==> src/rtl/rb_write_ctrl_if.sv <==
// Bundle of the pixel input stream, row-buffer memory port and window-column output of rb_write_ctrl.
// Both streams use valid/ready: a beat transfers on a rising edge where valid && ready; valid may not depend on ready.
interface rb_write_ctrl_if #(
  parameter int PIXEL_BITS  = 8,
  parameter int IMAGE_WIDTH = 256,
  parameter int RB_COUNT    = 8
);
  localparam int AW = $clog2(RB_COUNT * IMAGE_WIDTH);
  localparam int CW = $clog2(IMAGE_WIDTH);
  localparam int SW = $clog2(RB_COUNT);

  logic                  in_valid;
  logic                  in_ready;
  logic [PIXEL_BITS-1:0] in_data;
  logic                  in_sof;
  logic                  mem_we;
  logic [AW-1:0]         mem_write_addr;
  logic [PIXEL_BITS-1:0] mem_write_data;
  logic                  mem_re;
  logic [CW-1:0]         mem_read_addr;
  logic                  win_valid;
  logic                  out_ready;
  logic [PIXEL_BITS-1:0] win_pixel;
  logic [CW-1:0]         win_col;
  logic [SW-1:0]         win_oldest;
  logic                  win_primed;

  modport slave (
    input  in_valid, in_data, in_sof, out_ready,
    output in_ready, mem_we, mem_write_addr, mem_write_data, mem_re, mem_read_addr,
    output win_valid, win_pixel, win_col, win_oldest, win_primed
  );

  modport master (
    output in_valid, in_data, in_sof, out_ready,
    input  in_ready, mem_we, mem_write_addr, mem_write_data, mem_re, mem_read_addr,
    input  win_valid, win_pixel, win_col, win_oldest, win_primed
  );
endinterface

==> src/rtl/rb_write_ctrl.sv <==
// Raster writer / column-read sequencer for the interleaved row buffer (word = col*RB_COUNT + slot).
// Optional short-line detection is built only when RB_SHORT_LINE_ERR_EN is defined.
module rb_write_ctrl #(
  parameter int PIXEL_BITS  = 8,
  parameter int IMAGE_WIDTH = 256,
  parameter int KERNEL_SIZE = 9,
  parameter int RB_COUNT    = KERNEL_SIZE - 1
) (
  input  logic                clk,
  input  logic                rst,
  rb_write_ctrl_if.slave      bus,
  output logic                err_short_line,
  output logic [1:0]          dbg_state
);
  localparam int AW = $clog2(RB_COUNT * IMAGE_WIDTH);
  localparam int CW = $clog2(IMAGE_WIDTH);
  localparam int SW = $clog2(RB_COUNT);
  localparam int LW = $clog2(RB_COUNT + 1);
  localparam logic [CW-1:0] LAST_COL  = CW'(IMAGE_WIDTH - 1);
  localparam logic [SW-1:0] LAST_SLOT = SW'(RB_COUNT - 1);
  localparam logic [LW-1:0] FULL      = LW'(RB_COUNT);

  typedef enum logic [1:0] {
    IDLE   = 2'd0,
    FILL   = 2'd1,
    STREAM = 2'd2
  } state_t;

  state_t                state;
  logic [CW-1:0]         col;
  logic [SW-1:0]         slot;
  logic [LW-1:0]         lines;
  logic                  win_valid_q;
  logic [PIXEL_BITS-1:0] win_pixel_q;
  logic [CW-1:0]         win_col_q;
  logic [SW-1:0]         win_oldest_q;
  logic                  win_primed_q;

  logic                  ready;
  logic                  acc;
  logic                  proc;
  logic                  last;
  logic [CW-1:0]         eff_col;
  logic [SW-1:0]         eff_slot;
  logic [LW-1:0]         eff_lines;
  logic [LW-1:0]         next_lines;

  // A start-of-frame pixel is processed as if the counters were already cleared.
  always_comb begin
    ready      = !win_valid_q || bus.out_ready;
    acc        = bus.in_valid && ready;
    proc       = acc && (bus.in_sof || state != IDLE);
    eff_col    = bus.in_sof ? '0 : col;
    eff_slot   = bus.in_sof ? '0 : slot;
    eff_lines  = bus.in_sof ? '0 : lines;
    last       = (eff_col == LAST_COL);
    next_lines = (eff_lines == FULL) ? FULL : eff_lines + LW'(1);
  end

  assign bus.in_ready       = ready;
  assign bus.mem_we         = proc;
  assign bus.mem_re         = proc;
  assign bus.mem_write_addr = AW'(eff_col) * AW'(RB_COUNT) + AW'(eff_slot);
  assign bus.mem_write_data = bus.in_data;
  assign bus.mem_read_addr  = eff_col;
  assign bus.win_valid      = win_valid_q;
  assign bus.win_pixel      = win_pixel_q;
  assign bus.win_col        = win_col_q;
  assign bus.win_oldest     = win_oldest_q;
  assign bus.win_primed     = win_primed_q;
  assign dbg_state          = state;

  always_ff @(posedge clk or posedge rst) begin
    if (rst) begin
      state        <= IDLE;
      col          <= '0;
      slot         <= '0;
      lines        <= '0;
      win_valid_q  <= 1'b0;
      win_pixel_q  <= '0;
      win_col_q    <= '0;
      win_oldest_q <= '0;
      win_primed_q <= 1'b0;
    end else begin
      if (proc) begin
        win_valid_q  <= 1'b1;
        win_pixel_q  <= bus.in_data;
        win_col_q    <= eff_col;
        win_oldest_q <= eff_slot;
        win_primed_q <= (eff_lines == FULL);
        if (last) begin
          col   <= '0;
          slot  <= (eff_slot == LAST_SLOT) ? '0 : eff_slot + SW'(1);
          lines <= next_lines;
          state <= (next_lines == FULL) ? STREAM : FILL;
        end else begin
          col   <= eff_col + CW'(1);
          slot  <= eff_slot;
          lines <= eff_lines;
          state <= (eff_lines == FULL) ? STREAM : FILL;
        end
      end else if (bus.out_ready) begin
        win_valid_q <= 1'b0;
      end
    end
  end

`ifdef RB_SHORT_LINE_ERR_EN
  // A new frame arriving part-way through a line means the previous line was short.
  always_ff @(posedge clk or posedge rst) begin
    if (rst) begin
      err_short_line <= 1'b0;
    end else if (acc && bus.in_sof && state != IDLE && col != '0) begin
      err_short_line <= 1'b1;
    end
  end
`else
  assign err_short_line = 1'b0;
`endif
endmodule

==> src/flat_wrapper.sv <==
// flat-port wrapper written by rule: the top's interface ports become plain ports
module rb_write_ctrl_flat 
#(
  parameter int PIXEL_BITS  = 8,
  parameter int IMAGE_WIDTH = 256,
  parameter int KERNEL_SIZE = 9,
  parameter int RB_COUNT    = KERNEL_SIZE - 1
)
  (clk, rst, err_short_line, dbg_state, bus_in_valid, bus_in_data, bus_in_sof, bus_out_ready, bus_in_ready, bus_mem_we, bus_mem_write_addr, bus_mem_write_data, bus_mem_re, bus_mem_read_addr, bus_win_valid, bus_win_pixel, bus_win_col, bus_win_oldest, bus_win_primed);
  rb_write_ctrl_if #(.PIXEL_BITS(PIXEL_BITS), .IMAGE_WIDTH(IMAGE_WIDTH), .RB_COUNT(RB_COUNT)) bus_i ();
  input  logic clk;
  input  logic rst;
  output logic err_short_line;
  output logic [1:0] dbg_state;
  input wire logic [$bits(bus_i.in_valid)-1:0] bus_in_valid;
  input wire logic [$bits(bus_i.in_data)-1:0] bus_in_data;
  input wire logic [$bits(bus_i.in_sof)-1:0] bus_in_sof;
  input wire logic [$bits(bus_i.out_ready)-1:0] bus_out_ready;
  output wire logic [$bits(bus_i.in_ready)-1:0] bus_in_ready;
  output wire logic [$bits(bus_i.mem_we)-1:0] bus_mem_we;
  output wire logic [$bits(bus_i.mem_write_addr)-1:0] bus_mem_write_addr;
  output wire logic [$bits(bus_i.mem_write_data)-1:0] bus_mem_write_data;
  output wire logic [$bits(bus_i.mem_re)-1:0] bus_mem_re;
  output wire logic [$bits(bus_i.mem_read_addr)-1:0] bus_mem_read_addr;
  output wire logic [$bits(bus_i.win_valid)-1:0] bus_win_valid;
  output wire logic [$bits(bus_i.win_pixel)-1:0] bus_win_pixel;
  output wire logic [$bits(bus_i.win_col)-1:0] bus_win_col;
  output wire logic [$bits(bus_i.win_oldest)-1:0] bus_win_oldest;
  output wire logic [$bits(bus_i.win_primed)-1:0] bus_win_primed;
  assign bus_i.in_valid = bus_in_valid;
  assign bus_i.in_data = bus_in_data;
  assign bus_i.in_sof = bus_in_sof;
  assign bus_i.out_ready = bus_out_ready;
  assign bus_in_ready = bus_i.in_ready;
  assign bus_mem_we = bus_i.mem_we;
  assign bus_mem_write_addr = bus_i.mem_write_addr;
  assign bus_mem_write_data = bus_i.mem_write_data;
  assign bus_mem_re = bus_i.mem_re;
  assign bus_mem_read_addr = bus_i.mem_read_addr;
  assign bus_win_valid = bus_i.win_valid;
  assign bus_win_pixel = bus_i.win_pixel;
  assign bus_win_col = bus_i.win_col;
  assign bus_win_oldest = bus_i.win_oldest;
  assign bus_win_primed = bus_i.win_primed;
  rb_write_ctrl #(.PIXEL_BITS(PIXEL_BITS), .IMAGE_WIDTH(IMAGE_WIDTH), .KERNEL_SIZE(KERNEL_SIZE), .RB_COUNT(RB_COUNT)) u_core (.clk(clk), .rst(rst), .bus(bus_i), .err_short_line(err_short_line), .dbg_state(dbg_state));
endmodule
==> config.mk <==
export PLATFORM = sky130hd
export DESIGN_NAME = rb_write_ctrl_flat
export DESIGN_NICKNAME = d
export VERILOG_FILES = /design/src/rtl/rb_write_ctrl_if.sv /design/src/rtl/rb_write_ctrl.sv /design/src/flat_wrapper.sv
export SDC_FILE = /design/constraint.sdc
export NUM_CORES = 1
export LEC_CHECK = 0
export ABC_AREA = 1
export BUFFER_PORTS_ARGS = -buffer_cell sky130_fd_sc_hd__buf_4
export CAP_MARGIN = 25
export CORE_MARGIN = 3
export CORE_UTILIZATION = 50
export CTS_CLUSTER_DIAMETER = 100
export DETAILED_ROUTE_END_ITERATION = 8
export HOLD_SLACK_MARGIN = 0.06
export PLACE_DENSITY_LB_ADDON = 0.3
export SYNTH_ARGS = -nofsm -noshare
export SYNTH_HDL_FRONTEND = slang
export SYNTH_SLANG_ARGS = --single-unit
==> constraint.sdc <==
create_clock -name clk -period 2.5 [get_ports clk]
set_input_delay 0 -clock clk [delete_from_list [all_inputs] [get_ports clk]]
set_output_delay 0 -clock clk [all_outputs]
set_load 0.02 [all_outputs]
==> flow_metrics.py <==
metrics = {
    "grt": {
        "grt_usage_pct": 20.41,
        "grt_pass1_wl_mm": 8.280,
        "grt_pass1_vias": 1784,
        "antenna_found_initial": 0,
        "grt-ovfl-total": 0,
        "grt_max_degree": 39,
    },
    "pwr": {
        "p_leak_uw": 0.001466,
        "power.internal_uw": 1118,
        "power.switching_uw": 591.0,
        "irDropWorstVdd_mv": 0.4185,
        "power_frac_clock_pct": 25.5,
        "power_uw": 1709,
        "power_frac_comb_pct": 31.2,
        "powerDensity_nw_per_um2": 638.3,
        "p_sw_share_pct": 34.58,
        "pwr-share-seq_pct": 43.4,
    },
    "critical_path": {
        "crit_fanout": 34,
        "path_cells": "a21boi_1 -> nand2_4 -> inv_4 -> buf_4",
        "r2r-end": "u_core.bus.win_col[0]",
        "worstPathRequired_ps": 2500,
        "r2r_slack_ps": 890,
        "reg2regPathDepth": 5,
        "rr_startpoint": "u_core.bus.win_valid",
        "worstPathArrival_ps": 1660,
        "critPathMaxStageDelay_ps": 400,
        "cp-end-kind": "output pin",
        "worst-setup-path-type": "register to output pin",
        "crit_path_top_delay_cell": "dfrtp_1",
        "worstSetupStartpointType": "register",
    },
    "cts": {
        "clk_latency_ps": 290,
        "cts_max_level": 2,
        "cts.sinks": 38,
        "cts.repair.resized": 0,
        "clock_path_buffers": 2,
        "cts-buffers-inserted": 5,
        "postCtsHoldBufs": 10,
        "path_clk_slew_ps": 80,
        "root_buffer": "clkbuf_8",
        "cts_setup_buffers": 0,
        "cts_tree": "yes",
    },
    "floorplanning": {
        "rows": 23,
        "die_area_um2": 5057,
        "die_w_um": 71.11,
        "core_um2": 4058,
        "initial_core_util_pct": 52.24,
        "die-height_um": 71.11,
        "ios": 67,
    },
    "final_layout": {
        "final-seq-area_um2": 950.9,
        "fillers": 347,
        "multiInputGateArea_um2": 857.1,
        "mostFrequentLayoutCell": "nand2_1",
        "nNetsFinal": 336,
        "fin_area_um2": 2678,
        "final_cell_mix": "nand2_1, buf_4, dfrtp_1",
        "final_layout_size_suffix_gt1_share_pct": 29.81,
        "fin_util_pct": 65.99,
        "antenna_cells": 0,
        "area_delta_synth_final_pct": 26.33,
    },
    "yosys": {
        "netlist_area_um2": 2120,
        "yosys.cell_types.count": 29,
        "synth-warning-count": 0,
        "synth_edf_count": 0,
        "avgSynthCellArea_um2": 8.059,
        "ys.flop_type": "dfrtp_1",
        "synthArstFlopShare_pct": 100.0,
        "synth_nets": 278,
        "syn_inst": 263,
        "ys_ff_latch": 38,
        "synth_seq_area_share_pct": 44.86,
    },
    "placed_design": {
        "dp_hpwl_mm": 3.457,
        "place_area_um2": 2482,
        "portBuffers": 65,
        "gp_congestion": 0.7988,
    },
    "timing": {
        "fin_crit_ps": 1662,
        "fin_skew_ps": 8.211,
        "slew_viol_final": 0,
        "maxClockFrequency_mhz": 601.7,
        "setup_viol": 0,
        "final_hold_viol_count": 0,
        "rsz0062_at_grt": "no",
        "setup_tns_ps": 0,
        "period_share_pct": 66.48,
    },
    "detailed_routing": {
        "drt_pass1_iterations": 4,
        "via_per_inst": 5.003,
        "wire_per_inst_um": 13.44,
        "first_iter_violations": 96,
        "wirelength_mm": 5.000,
        "drc": 0,
        "ant_nets": 0,
        "vias": 1861,
    },
    "min_path": {
        "hold_path.class": "primary input to register",
        "min_from": "bus_in_sof",
        "hold_path_end": "u_core.bus.win_col[6]",
        "hold_depth": 4,
    },
    "status": {
        "outcome": "finished clean",
    },
    "run": {
        "cap_viol_max_count": 0,
    },
}
## registers in the layout (all words and copies together) (netlist names)
signal,count
u_core.bus.win_col,8
u_core.bus.win_pixel,8
u_core.col,8
u_core.lines,4
u_core.bus.win_oldest,3
u_core.slot,3
u_core.dbg_state,2
u_core.bus.win_primed,1
u_core.bus.win_valid,1
## cell usage after synthesis, types with 4 or more instances
master / number / share of area (%)
dfrtp_1: 38 / 45
o21ai_1: 4 / 0.94
buf_4: 19 / 6.7
buf_6: 4 / 2.1
nand2_1: 98 / 17
inv_1: 24 / 4.3
o21ai_0: 8 / 1.9
nor2_2: 5 / 1.5
nor2_1: 14 / 2.5
nand3_1: 16 / 3.8
## layer usage
layer  part of all wire, %  track usage (%)  routed length [µm]  up-vias
met4                  0.76            6.263                  38        0
met3                   5.0            2.983                 249        4
met5                     0                0                   0        -
met2                    51            35.32                2533       54
li1                      -                -                   -      911
met1                    44            26.45                2178      892
## worst max-delay path by stage
stage | startpoint | endpoint | slack (ps)
after global placement | u_core.bus.win_valid | u_core.bus.win_col[0] | 900
after detailed placement | u_core.col[1] | u_core.slot[0] | 890
after floorplan | u_core.col[1] | u_core.col[6] | 810
after CTS | u_core.bus.win_valid | bus_mem_re | 810
after global routing | u_core.bus.win_valid | bus_mem_re | 710
final | u_core.bus.win_valid | bus_mem_we | 840
## stage by stage
| stage | cells | hold WS, ps | setup WS (ps) |
|---|---|---|---|
| 6_report | 372 | 219.8 | 838.0 |
| 5_1_grt | 372 | 254.6 | 708.9 |
| 4_1_cts | 372 | 216.0 | 814.1 |
| 3_5_place_dp | 354 | 159.7 | 887.3 |
| 3_3_place_gp | 354 | 153.5 | 897.9 |
| 2_1_floorplan | 263 | 109.6 | 807.5 |
## worst max-delay path: cells and delay by family (launching register included)
family                 cells  cell delay, ps
DFF                        1             400
and+or+nand+nor            1             170
AOI/OAI and AO/OA          1             270
buffers and inverters      2             530
## area by class of cell
type                            count  area share [%]
Clock buffer                        6           3.084
Clock inverter                      2          0.4673
Inverter                           27           4.065
Multi-Input combinational cell    172           32.01
Sequential cell                    38           35.51
Tap cell                           50           2.336
Timing Repair Buffer               77           22.52
## power groups by stage
| stage | clock network [µW] | registers [µW] | logic [µW] |
|---|---|---|---|
| 2_1_floorplan | 0 | 820 | 279 |
| 3_3_place_gp | 0 | 748 | 515 |
| 3_5_place_dp | 0 | 753 | 523 |
| 4_1_cts | 449 | 742 | 537 |
| 5_1_grt | 466 | 752 | 581 |
| 6_report | 436 | 741 | 533 |
## cells by family (layout without fill, tap and decap cells)
| group | count (synthesis) | in the layout | synth area share, % |
|---|---|---|---|
| other | 1 | 1 | 0.1769 |
| AO/OA/AOI/OAI | 18 | 18 | 5.018 |
| buffers and inverters | 53 | 112 | 14.70 |
| AND/OR/NAND/NOR | 148 | 148 | 32.82 |
| flip-flops | 38 | 38 | 44.86 |
| XOR/XNOR | 3 | 3 | 1.240 |
| adder cells (fa/ha/maj) | 2 | 2 | 1.180 |
Note: power is estimated with default switching activity, not from simulation.
